==> config.mk <==
export PLATFORM = sky130hd
export DESIGN_NAME = imem_fetch_resp
export DESIGN_NICKNAME = d
export VERILOG_FILES = /design/src/rtl/imem_fetch_resp.sv
export SDC_FILE = /design/constraint.sdc
export NUM_CORES = 1
export LEC_CHECK = 0
export ABC_CLOCK_PERIOD_IN_PS = 1400
export CAP_MARGIN = 20
export CELL_PAD_IN_SITES_DETAIL_PLACEMENT = 2
export CELL_PAD_IN_SITES_GLOBAL_PLACEMENT = 2
export CORE_ASPECT_RATIO = 0.7
export CORE_MARGIN = 10
export CORE_UTILIZATION = 17
export DETAILED_ROUTE_END_ITERATION = 8
export PLACE_DENSITY_LB_ADDON = 0.05
export SLEW_MARGIN = 20
export SYNTH_ARGS = -nofsm -noshare
export SYNTH_HDL_FRONTEND = slang
export SYNTH_SLANG_ARGS = --single-unit
==> constraint.sdc <==
create_clock -name i_clk -period 1.4 [get_ports i_clk]
set_input_delay 0.21 -clock i_clk [delete_from_list [all_inputs] [get_ports i_clk]]
set_output_delay 0.21 -clock i_clk [all_outputs]
set_load 0.005 [all_outputs]
==> src/rtl/imem_fetch_resp.sv <==
// imem_fetch_resp
//   Memory-side responder for the instruction-fetch address stream. It takes
//   one fetch request at a time from the PC stage and validates it. A legal
//   request is read from a synchronous SRAM with a fixed read latency, and the
//   word is returned to decode under a valid/ready handshake. An illegal
//   request (overflow or misaligned) raises a one-cycle error pulse and halts
//   the block until reset.
//
// Parameters
//   ADDR_WIDTH : PC byte-address width
//   DATA_WIDTH : instruction width
//   MEM_ADDR_W : SRAM word-address width
//   MEM_LAT    : SRAM read latency (>=1), enable cycle to data-valid cycle
//
// Ports
//   i_clk, i_rst                       clock, synchronous active-high reset
//   i_req_valid/i_req_addr/i_req_overflow/o_req_ready   fetch request
//   o_mem_cen/o_mem_addr/i_mem_rdata   SRAM read port
//   o_inst_valid/o_inst/i_inst_ready   instruction handshake to decode
//   o_err_valid/o_err_code/o_halted    error pulse, code, sticky halt
module imem_fetch_resp #(
    parameter int unsigned ADDR_WIDTH = 32,
    parameter int unsigned DATA_WIDTH = 32,
    parameter int unsigned MEM_ADDR_W = 10,
    parameter int unsigned MEM_LAT    = 1
) (
    input  logic                  i_clk,
    input  logic                  i_rst,
    input  logic                  i_req_valid,
    input  logic [ADDR_WIDTH-1:0] i_req_addr,
    input  logic                  i_req_overflow,
    output logic                  o_req_ready,
    output logic                  o_mem_cen,
    output logic [MEM_ADDR_W-1:0] o_mem_addr,
    input  logic [DATA_WIDTH-1:0] i_mem_rdata,
    output logic                  o_inst_valid,
    output logic [DATA_WIDTH-1:0] o_inst,
    input  logic                  i_inst_ready,
    output logic                  o_err_valid,
    output logic [1:0]            o_err_code,
    output logic                  o_halted
);

    localparam int unsigned CNT_W = (MEM_LAT > 1) ? $clog2(MEM_LAT) : 1;
    localparam logic [CNT_W-1:0] CNT_LOAD = CNT_W'(MEM_LAT - 1);

    typedef enum logic [2:0] {
        S_IDLE,
        S_READ,
        S_WAIT,
        S_HOLD,
        S_ERR
    } state_t;

    state_t           state;
    logic [CNT_W-1:0] lat_cnt;
    logic             addr_hi_nz;
    logic             addr_misaligned;

    // Any byte-address bit above the SRAM window means the PC left the legal space.
    always_comb begin
        addr_hi_nz      = |i_req_addr[ADDR_WIDTH-1:MEM_ADDR_W+2];
        addr_misaligned = |i_req_addr[1:0];
    end

    always_ff @(posedge i_clk) begin
        if (i_rst) begin
            state        <= S_IDLE;
            lat_cnt      <= '0;
            o_req_ready  <= 1'b1;
            o_mem_cen    <= 1'b0;
            o_mem_addr   <= '0;
            o_inst       <= '0;
            o_inst_valid <= 1'b0;
            o_err_valid  <= 1'b0;
            o_err_code   <= 2'd0;
            o_halted     <= 1'b0;
        end else begin
            // Both are single-cycle pulses; only the transitions below raise them.
            o_mem_cen   <= 1'b0;
            o_err_valid <= 1'b0;

            case (state)
                S_IDLE: begin
                    if (i_req_valid) begin
                        o_mem_addr  <= i_req_addr[MEM_ADDR_W+1:2];
                        o_req_ready <= 1'b0;
                        if (i_req_overflow || addr_hi_nz) begin
                            state       <= S_ERR;
                            o_err_valid <= 1'b1;
                            o_err_code  <= 2'd1;
                            o_halted    <= 1'b1;
                        end else if (addr_misaligned) begin
                            state       <= S_ERR;
                            o_err_valid <= 1'b1;
                            o_err_code  <= 2'd2;
                            o_halted    <= 1'b1;
                        end else begin
                            // Enable is registered so it is high during the READ cycle.
                            state     <= S_READ;
                            o_mem_cen <= 1'b1;
                        end
                    end
                end

                S_READ: begin
                    lat_cnt <= CNT_LOAD;
                    state   <= S_WAIT;
                end

                S_WAIT: begin
                    if (lat_cnt == '0) begin
                        o_inst       <= i_mem_rdata;
                        o_inst_valid <= 1'b1;
                        state        <= S_HOLD;
                    end else begin
                        lat_cnt <= lat_cnt - CNT_W'(1);
                    end
                end

                S_HOLD: begin
                    if (i_inst_ready) begin
                        o_inst_valid <= 1'b0;
                        o_req_ready  <= 1'b1;
                        state        <= S_IDLE;
                    end
                end

                S_ERR: begin
                    state <= S_ERR;
                end

                default: begin
                    state <= S_IDLE;
                end
            endcase
        end
    end

endmodule

Yosys cells after proc, flatten, opt, wreduce, memory -nomap -nowiden. Index checks and enable logic that the tools add are counted.

Add/subtract/negate cells: 1. Multipliers: 0. Div/mod/pow operators: 0. $lt $le $gt $ge: 0. Equality and inequality tests: 7. Shift operators: 0. Mux-type cells: 21. Bitwise logic cells: 3. Reduce and logical (&&, ||, !) cells: 16.

Operator list (number): OR reduction 20 bit (1); two-way mux 3 bit (5); case mux 3 bit (5 select lines) (1); AND reduction 3 bit (4); two-way mux 1 bit (10); nonzero test 2 bit (4); equality test 3 x 2 -> 1 bit, second input constant (2); inequality test 2 bit, second input constant (3); case mux 1 bit (2 select lines) (3); two-way mux 2 bit (2); AND reduction 2 bit (2); OR reduction 4 bit (1); equality test 3 x 1 -> 1 bit, second input constant (1); equality test 3 bit, second input constant (1); zero test 3 bit (1); inverter 1 bit (3); OR reduction 3 bit (1); OR reduction 2 bit (1); logical OR 1 bit (1); subtractor 1 bit, second input constant (1).

Flip-flop bits (word level): 53. Bits in latches: 0. Memory bits (writable): 0. Memory bits (read-only): 0. Input bits: 69. Output and inout bits: 49. Logic and storage cells: 58. Memories: 0.

Depth between registers and ports, before layout. Gate-level depths: netlist (run 1).

Word-level depth: 5. Depth in mapped cells: 6. Mapped depth without buffers: 4.

Least setup slack after synthesis (run 1). Ideal clock, no wire load.

Path type: flip-flop to flip-flop. From: register state[0]. To: register o_mem_addr[5]. Library setup time: 0.133 ns. Arrival: 1.298 ns. Data required time: 1.267 ns. Slack: -0.030 ns. Stages on the path, launching flop included: 7. Buffers on the path: 3. Clock period less this slack: 1.430 ns. Path through: dfxtp_1 -> buf_6 -> or4b_1 -> buf_2 -> buf_6 -> nand2_1 -> a21oi_1.

Longest elaborated chain between the ends: 2.

Ends and longest elaborated chain: from (decl) (RTL line 55) `state_t state;`; from (signal assigned) (RTL line 68) `state <= S_IDLE;`; from (signal assigned) (RTL line 89) `state <= S_ERR;`; from (signal assigned) (RTL line 94) `state <= S_ERR;`; zero test 3 bit (RTL line 83) `case (state)`; AND reduction 2 bit (no source line); to (signal assigned) (RTL line 86) `o_mem_addr <= i_req_addr[MEM_ADDR_W+1:2];`; to (decl) (RTL line 34) `output logic [MEM_ADDR_W-1:0] o_mem_addr,`.

No other way between the ends. A chain may end at the register's enable or synchronous reset.

Worst setup path after layout (run 1).
From: register state[1]. To: register o_err_code[1].

Longest elaborated chain between the ends: 2.

Ends and longest elaborated chain: zero test 3 bit (RTL line 83); AND reduction 3 bit (no source line); to (signal assigned) (RTL line 76) `o_err_code <= 2'd0;`; to (signal assigned) (RTL line 91) `o_err_code <= 2'd1;`; to (signal assigned) (RTL line 96) `o_err_code <= 2'd2;`; to (decl) (RTL line 40) `output logic [1:0] o_err_code,`.

No other way between the ends.

==> impl_metrics.tcl, run 1 <==
set metrics [dict create \
    status "finished, violations left" \
    violations "negative setup slack" \
    ios 118 \
    r2r-end "o_err_code[1]" \
    worstSetupPathType "flop to flop" \
    regArea_um2 1040 \
    final_cells 513 \
    nFillCells 1238 \
    finish.utilization_pct 33.3 \
    synth.distinct_cells 28 \
    crit_path_max_incr_delay_ns 0.55 \
    vias_per_cell 4.02 \
    wl_per_cell_um 17.3 \
    rows 32 \
    grt_max_degree 34 \
    drv_slew 0 \
    track_usage_pct 10.4 \
    multi_input_area_um2 848 \
    cts_setup_buffers 0 \
    htreeDepth 2 \
    p_int_w 0.00242 \
    worstMarginPinSlew_ns 0.347 \
    wirelength_mm 8.85 \
    power_frac_comb_pct 13.1 \
    placement.io_buffers 117 \
    layout-drive-gt1-share_pct 11.9 \
    place.gp.congestion 0.707 \
    syn_nets 304 \
    clkLatencyLatePin_ns 0.29 \
    start_util_pct 17.3 \
    cp.arrival_ns 1.61 \
    finalCriticalPeriod_ns 1.43 \
    ys_seq_area_share_pct 54.9 \
    cp-endpoint "o_err_code[1]" \
    syn_avg_cell_area_um2 8.07 \
    power.density_nw_per_um2 851 \
    clk_pin_slew_worst_paths_ns 0.07 \
    dr.pass1.iters 2 \
    ant_nets 0 \
    pwr-share-seq_pct 49.0 \
    start_kind "flop" \
    die_area_um2 15800 \
    synth-seq-cells 52 \
    synth_warnings 0 \
    die_h_um 108 \
    fin_crit_sh_pct 102 \
    fin_skew_ns 0.00223 \
    clock_power_share_pct 37.9 \
    finalWorstSetupSlack_ns -0.0287 \
    fin_area_um2 3650 \
    cp_num_cells 3 \
    cp.buffers_inverters 1 \
    die_x_um 146 \
    rsz0062_at_grt "true" \
    slowest_stage "or4b_4" \
    clockBufferDepth 2 \
    antenna-diode-count 0 \
    cts_tree "built" \
    endpoint_kind "flop" \
    antenna_found_initial 0 \
    cts_buffers 5 \
    p_sw_w 0.000686 \
    slew_headroom_pct 76.7 \
    placed_cells 502 \
    cts-root-buf "clkbuf_16" \
    overflow 0 \
    final_cell_mix "91 x clkdlybuf4s50_1, 87 x nand2_1, 49 x dfxtp_1, 39 x a21oi_1, 24 x dlymetal6s2s_1" \
    rrSetupSlack_ns -0.03 \
    clock-sinks 52 \
    finalHoldViolCount 0 \
    cp_cell_sequence "or4b_4 -> buf_8 -> o221a_1" \
    total_power_w 0.00311 \
    timing.fmax_ghz 0.700 \
    crit_fanout 8 \
    crit_path_start "state[1]" \
    coreArea_um2 11000 \
    grt_pass1_wl_mm 12.9 \
    syn_area_um2 1900 \
    cp_top_family "simple AND/OR/NAND/NOR gates" \
    place_area_um2 3300 \
    power_leakage_nw 1.62 \
    setup_violations 1 \
    critPathRequiredTime_ns 1.58 \
    area_growth_pct 92.6 \
    num_vias 2061 \
    hold_class "primary input to flop" \
    reg2reg_from "state[1]" \
    dpl.hpwl_mm 6.30 \
    layout_commonest_cell "clkdlybuf4s50_1" \
    nNetsFinal 429 \
    drc 0 \
    syn_inst 235 \
    swShare_pct 22.1 \
    drt_iter0_markers 47 \
    reg2reg_depth 3 \
    grt_pass1_vias 2220 \
    maxCapViolCount 0 \
    vdd_drop_max_v 0.000346 \
]
## tightest hold or removal path, stage by stage
cell and delay, ns:
buf_2 0.15, nor3_1 0.05, o21ai_0 0.07, a21oi_1 0.05
## metrics by stage
step / setup TNS, ns / hold WS, ns / setup slack, ns
after floorplan: 0 / 0.320 / 0.0140
after global placement: -4.03 / 0.442 / -0.322
after detailed placement: -5.66 / 0.450 / -0.338
after CTS: -0.0147 / 0.276 / -0.00800
after global routing: -0.240 / 0.343 / -0.0608
final: -0.0287 / 0.286 / -0.0287
## flip-flops by register name, summed over array words and instances, names as in the netlist
signal	flops
o_err_code	2
o_err_valid	1
o_halted	1
o_inst	32
o_inst_valid	1
o_mem_addr	10
o_mem_cen	1
o_req_ready	1
state	3
## power by group through the flow
stage          Clock [W]  Sequential (W)  Combinational (W)
2_1_floorplan          0         0.00156          0.0000828
6_report         0.00118         0.00152           0.000406
3_5_place_dp           0         0.00156           0.000378
3_3_place_gp           0         0.00156           0.000372
4_1_cts          0.00125         0.00152           0.000393
5_1_grt          0.00131         0.00152           0.000442
## layer usage
layer | up-vias | part of all wire, % | track usage [%] | wire [um]
li1 | 1028 | - | - | -
met1 | 972 | 49 | 13.0 | 4300
met2 | 56 | 44 | 16.2 | 3870
met3 | 5 | 7.1 | 4.30 | 627
met4 | 0 | 0.64 | 2.56 | 57
met5 | - | 0 | 0 | 0
## worst min-delay path by stage
stage / slack (ns) / endpoint / start / depth (start not counted)
floorplan: 0.32 / state[1] / i_inst_ready / 1
global placement: 0.44 / o_inst[8] / o_inst[8] / 2
detailed placement: 0.45 / o_inst[3] / o_inst[3] / 2
CTS: 0.28 / state[2] / i_rst / 4
global route: 0.34 / o_req_ready / i_rst / 3
finish: 0.29 / state[2] / i_rst / 4
## kinds of logic after synthesis
family | share of synthesized area [%]
AND/OR/NAND/NOR | 25.0
AO/OA/AOI/OAI | 15.6
buffers and inverters | 4.55
flip-flops | 54.9
## final cells by class
cell class,count,share of cell area [%]
clock buffer,6,3.53
tap,153,5.24
sequential,52,28.6
inverter,1,0.103
multi-input combinational,166,23.2
clock inverter,1,0.137
timing repair buffer,134,39.2
## synthesized netlist by cell type, drive strengths merged
master   n  area (um2)
a211oi   2        20.0
a21oi   45         225
a22o     1        8.76
a31oi    1        6.26
and2b    1        7.51
and4     1        8.76
and4b    1        10.0
buf      9        56.3
clkbuf   7        26.3
dfxtp   52        1040
inv      1        3.75
nand2   88         330
nand2b   1        6.26
nand3    2        10.0
nand4    1        6.26
nor2     6        25.0
nor2b    1        6.26
nor3     4        20.0
nor4     4        25.0
nor4b    1        8.76
o21ai    3        15.0
o221a    1        11.3
o32ai    1        8.76
or4b     1        10.0
## what timing repair did
action,in CTS,in global routing
pin swaps,2,8
endpoints found under the setup margin,35,44
endpoints found under the hold margin,0,0
hold buffers,0,0
gates cloned,1,3
gates resized for setup,8,48
No activity file was read; power rests on OpenSTA's default activity.
==> inputs of run 2 (changes only) <==
--- a/config.mk
+++ b/config.mk
@@ -10,7 +10,7 @@
 export CELL_PAD_IN_SITES_DETAIL_PLACEMENT = 2
 export CELL_PAD_IN_SITES_GLOBAL_PLACEMENT = 2
 export CORE_ASPECT_RATIO = 0.7
-export CORE_MARGIN = 10
+export CORE_MARGIN = 2
 export CORE_UTILIZATION = 17
 export DETAILED_ROUTE_END_ITERATION = 8
 export PLACE_DENSITY_LB_ADDON = 0.05
==> impl_metrics.tcl, run 2 (synthesized netlist as in run 1, its figures left out) <==
set metrics [dict create \
    vias_per_cell 4.05 \
    rows 32 \
    critPathRequiredTime_ns 1.19 \
    cp.buffers_inverters 1 \
    power.density_nw_per_um2 905 \
    antenna-diode-count 0 \
    start_kind "flop" \
    num_vias 2100 \
    finalCriticalPeriod_ns 1.40 \
    largest_registers "o_inst (32), o_mem_addr (10), state (3)" \
    status "finished, violations left" \
    hold_class "primary input to flop" \
    regMostFlops "o_inst" \
    slew_headroom_pct 78.4 \
    finish.utilization_pct 34.0 \
    violations "negative setup slack" \
    crit_fanout 2 \
    die_area_um2 12000 \
    cts_tree "built" \
    grt_max_degree 32 \
    dpl.hpwl_mm 5.52 \
    slowest_stage "clkdlybuf4s50_1" \
    cts-root-buf "clkbuf_16" \
    area_growth_pct 96.2 \
    track_usage_pct 12.8 \
    clk_pin_slew_worst_paths_ns 0.07 \
    start_util_pct 17.4 \
    worstSetupPathType "flop to output port" \
    die_h_um 92.4 \
    finalHoldViolCount 0 \
    power_leakage_nw 1.63 \
    htreeDepth 2 \
    clkLatencyLatePin_ns 0.29 \
    timing.fmax_ghz 0.713 \
    endpoint_kind "output port" \
    layout-drive-gt1-share_pct 13.7 \
    vdd_drop_max_v 0.000424 \
    setup_tns_ns -0.00356 \
    hold_buffers 0 \
    grt_pass1_vias 2259 \
    finalWorstSetupSlack_ns -0.00329 \
    die_x_um 130 \
    wirelength_mm 8.01 \
    antenna_found_initial 0 \
    overflow 0 \
    ant_nets 0 \
    nNetsFinal 434 \
    dr.pass1.iters 3 \
    final_cells 519 \
    worstMarginPinSlew_ns 0.324 \
    crit_path_max_incr_delay_ns 0.52 \
    rsz0062_at_grt "true" \
    drt_iter0_markers 53 \
    largest_reg_flops 32 \
    drc 0 \
    drv_slew 0 \
    layout_commonest_cell "clkdlybuf4s50_1" \
    hold-worst-slack_ns 0.310 \
    cp_top_family "buffers and inverters" \
    setup_violations 3 \
    placed_cells 503 \
    grt_pass1_wl_mm 11.7 \
    wl_per_cell_um 15.4 \
    clockBufferDepth 2 \
    cp_cell_sequence "clkdlybuf4s50_1" \
    ios 118 \
    cts_buffers 5 \
    final_cell_mix "94 x clkdlybuf4s50_1, 84 x nand2_1, 47 x dfxtp_1, 41 x a21oi_1, 19 x dlymetal6s2s_1" \
    placement.io_buffers 117 \
    cp.arrival_ns 1.19 \
    fin_crit_sh_pct 100 \
    place.gp.congestion 0.750 \
    maxCapViolCount 0 \
    coreArea_um2 10900 \
    place_ws_ns -0.373 \
    fin_skew_ns 0.00542 \
    clock-sinks 52 \
]
==> run 2: changes by cell type in the layout (fill, tap and decap cells not counted), moves of 3 or more <==
| cell | delta |
|---|---|
| dlymetal6s2s_1 | -5 |
| buf_4 | +4 |
| clkdlybuf4s50_1 | +3 |
| nand2_1 | -3 |
| nand2_4 | +3 |
==> run 2: path summary, 6_finish.rpt <==
kind | start | endpoint | slack (ns) | cells after the start
max reg2reg | state[1] | o_mem_addr[8] | -0.003 | 5
min reg2reg | o_inst[22] | o_inst[22] | 0.46 | 2
min | i_rst | o_inst[28] | 0.31 | 2
max | o_mem_addr[1] | o_mem_addr[1] | -0.003 | 1
==> run 2: power breakdown <==
part           internal, W  switching, W
clock network     0.000843      0.000576
logic             0.000275      0.000145
registers          0.00151     0.0000183
==> run 2: cell type report <==
| type | instances | area [um2] |
|---|---|---|
| Fill cell | 1201 | 7210 |
| Timing Repair Buffer | 139 | 1470 |
| Sequential cell | 52 | 1050 |
| Multi-Input combinational cell | 166 | 850 |
| Tap cell | 153 | 191 |
| Clock buffer | 6 | 129 |
| Clock inverter | 2 | 35.0 |
| Inverter | 1 | 3.75 |
==> run 2: layer usage <==
layer | global-route usage, % | up-vias | part of all wire (%)
met5 | 0 | - | 0
met4 | 3.49 | 0 | 0.95
met3 | 5.66 | 7 | 9.3
met2 | 20.6 | 64 | 43
met1 | 15.6 | 988 | 47
li1 | - | 1041 | -
==> run 2: timing repair <==
action,CTS,global route
setup endpoints to repair,9,48
gates cloned,2,2
buffers inserted,3,1
pin swaps,1,14
gates resized for setup,11,44
==> run 2: metrics by stage <==
step	power, W	cell area [um2]
after floorplan	0.00164	1900
after global placement	0.00193	3310
after detailed placement	0.00194	3310
after CTS	0.00341	3560
after global routing	0.00352	3720
final	0.00337	3720
==> inputs of run 3 (changes only) <==
--- a/config.mk
+++ b/config.mk
@@ -6,7 +6,7 @@
 export NUM_CORES = 1
 export LEC_CHECK = 0
 export ABC_CLOCK_PERIOD_IN_PS = 1400
-export CAP_MARGIN = 20
+export CAP_MARGIN = 0
 export CELL_PAD_IN_SITES_DETAIL_PLACEMENT = 2
 export CELL_PAD_IN_SITES_GLOBAL_PLACEMENT = 2
 export CORE_ASPECT_RATIO = 0.7
@@ -14,6 +14,7 @@
 export CORE_UTILIZATION = 17
 export DETAILED_ROUTE_END_ITERATION = 8
 export PLACE_DENSITY_LB_ADDON = 0.05
+export SETUP_SLACK_MARGIN = 0.15
 export SLEW_MARGIN = 20
 export SYNTH_ARGS = -nofsm -noshare
 export SYNTH_HDL_FRONTEND = slang
==> impl_metrics.tcl, run 3 (synthesized netlist as in run 1, its figures left out) <==
set metrics [dict create \
    status "complete, no violations" \
    finalCriticalPeriod_ns 1.35 \
    endpoint_kind "flop" \
    die_area_um2 12000 \
    maxCapViolCount 0 \
    cts_tree "built" \
    grt_pass1_vias 2323 \
    placement.io_buffers 117 \
    clkLatencyLatePin_ns 0.29 \
    place_area_um2 3340 \
    final_cell_mix "62 x nand2_1, 58 x clkdlybuf4s50_1, 54 x dlygate4sd2_1, 36 x dfxtp_1, 23 x a21oi_1" \
    num_vias 2132 \
    fin_area_um2 3920 \
    cp_cell_sequence "or4b_4 -> buf_8 -> nand2_2 -> a21oi_1" \
    start_kind "flop" \
    ios 118 \
    setup_violations 0 \
    cp_num_cells 4 \
    critPathRequiredTime_ns 1.57 \
    crit_path_start "state[0]" \
    ant_nets 0 \
    worstSetupPathType "flop to flop" \
    rows 32 \
    slowest_stage "or4b_4" \
    crit_path_max_incr_delay_ns 0.61 \
    timing.fmax_ghz 0.742 \
    reg2reg_from "state[0]" \
    drv_slew 0 \
    clk_pin_slew_worst_paths_ns 0.07 \
    hold_class "primary input to flop" \
    hold_buffers 0 \
    dpl.hpwl_mm 5.40 \
    die_h_um 92.4 \
    finish.utilization_pct 35.8 \
    cp.buffers_inverters 1 \
    antenna_found_initial 0 \
    wirelength_mm 8.04 \
    power.density_nw_per_um2 860 \
    dr.pass1.iters 4 \
    finalHoldViolCount 0 \
    wl_per_cell_um 15.4 \
    antenna-diode-count 0 \
    layout-drive-gt1-share_pct 29.8 \
    power_leakage_nw 1.72 \
    grt_pass1_wl_mm 11.7 \
    fin_crit_sh_pct 96.3 \
    track_usage_pct 12.6 \
    rsz0062_at_grt "true" \
    cp_top_family "simple AND/OR/NAND/NOR gates" \
    cts-root-buf "clkbuf_16" \
    nNetsFinal 437 \
    largest_registers "o_inst (32), o_mem_addr (10), state (3)" \
    regMostFlops "o_inst" \
    start_util_pct 17.4 \
    vdd_drop_max_v 0.000422 \
    largest_reg_flops 32 \
    worstMarginPinSlew_ns 0.361 \
    coreArea_um2 10900 \
    cp.arrival_ns 1.52 \
    clockBufferDepth 2 \
    crit_fanout 7 \
    r2r-end "o_mem_addr[4]" \
    setup_tns_ns 0 \
    nFillCells 1228 \
    layout_commonest_cell "nand2_1" \
    drc 0 \
    place.gp.congestion 0.656 \
    cts_buffers 5 \
    clock-sinks 52 \
    htreeDepth 2 \
    overflow 0 \
    slew_headroom_pct 75.9 \
    vias_per_cell 4.08 \
    grt_max_degree 33 \
    drt_iter0_markers 48 \
    reg2reg_depth 4 \
    die_x_um 130 \
    fin_skew_ns 0.00429 \
    area_growth_pct 106 \
    cp-endpoint "o_mem_addr[4]" \
    rrSetupSlack_ns 0.05 \
]
[run 3: changes by cell type in the layout (fill, tap and decap cells not counted), moves of 14 or more]
cell / change
clkdlybuf4s50_1: -36
dlymetal6s2s_1: -15
a21oi_1: -18
a21oi_2: +18
nand2_4: +14
dlygate4sd2_1: +51
nand2_1: -22
[run 3: metal layers]
metal  vias to the layer above  share of wire, %  track usage [%]
li1                       1052                 -                -
met1                      1013                44             15.4
met2                        59                47             20.5
met3                         8               7.8             4.91
met4                         0               1.1             3.76
met5                         -                 0                0
[run 3: area by class of cell]
cell class	count	area [um2]	share of cell area (%)
repair buffers	142	1420	36.2
clock inverters	2	35.0	0.895
clock buffers	6	129	3.29
multi-input cells	166	1080	27.5
flip-flops and latches	52	1060	27.1
inverters	1	3.75	0.0959
well taps	153	191	4.89
[run 3: metrics by stage]
step | cells | hold WS (ns) | setup slack [ns] | total power [W]
finish | 522 | 0.251 | 0.0515 | 0.00337
global route | 522 | 0.283 | -0.00845 | 0.00353
CTS | 515 | 0.257 | 0.0430 | 0.00340
detailed placement | 505 | 0.450 | -0.387 | 0.00194
global placement | 505 | 0.442 | -0.359 | 0.00193
floorplan | 235 | 0.320 | 0.0235 | 0.00164
[run 3: worst min-delay path by stage]
stage / startpoint / to / cells after the start
final: i_rst / o_req_ready / 3
after global placement: o_inst[16] / o_inst[16] / 2
after floorplan: i_inst_ready / state[1] / 1
after detailed placement: o_inst[22] / o_inst[22] / 2
after global routing: i_rst / o_req_ready / 3
after CTS: i_rst / o_req_ready / 3
[run 3: what timing repair did]
action | 4_1_cts | 5_1_grt
endpoints found under the hold margin | 0 | 0
gates cloned | 0 | 4
buffers inserted | 2 | 3
resized for setup | 89 | 76
setup endpoints to repair | 100 | 51
pin swaps | 10 | 49
[run 3: power by group]
| group | leakage, nW | internal, W | total [W] | switching (W) |
|---|---|---|---|---|
| combinational | 1.21 | 0.000258 | 0.000420 | 0.000162 |
| clock | 0.0808 | 0.000843 | 0.00142 | 0.000573 |
| sequential | 0.428 | 0.00151 | 0.00153 | 0.0000193 |
| total | 1.72 | 0.00261 | 0.00337 | 0.000754 |
[run 3: worst min-delay path, cell delays in order]
cell and delay, ns:
buf_2 0.13, inv_1 0.11, nand3_2 0.07
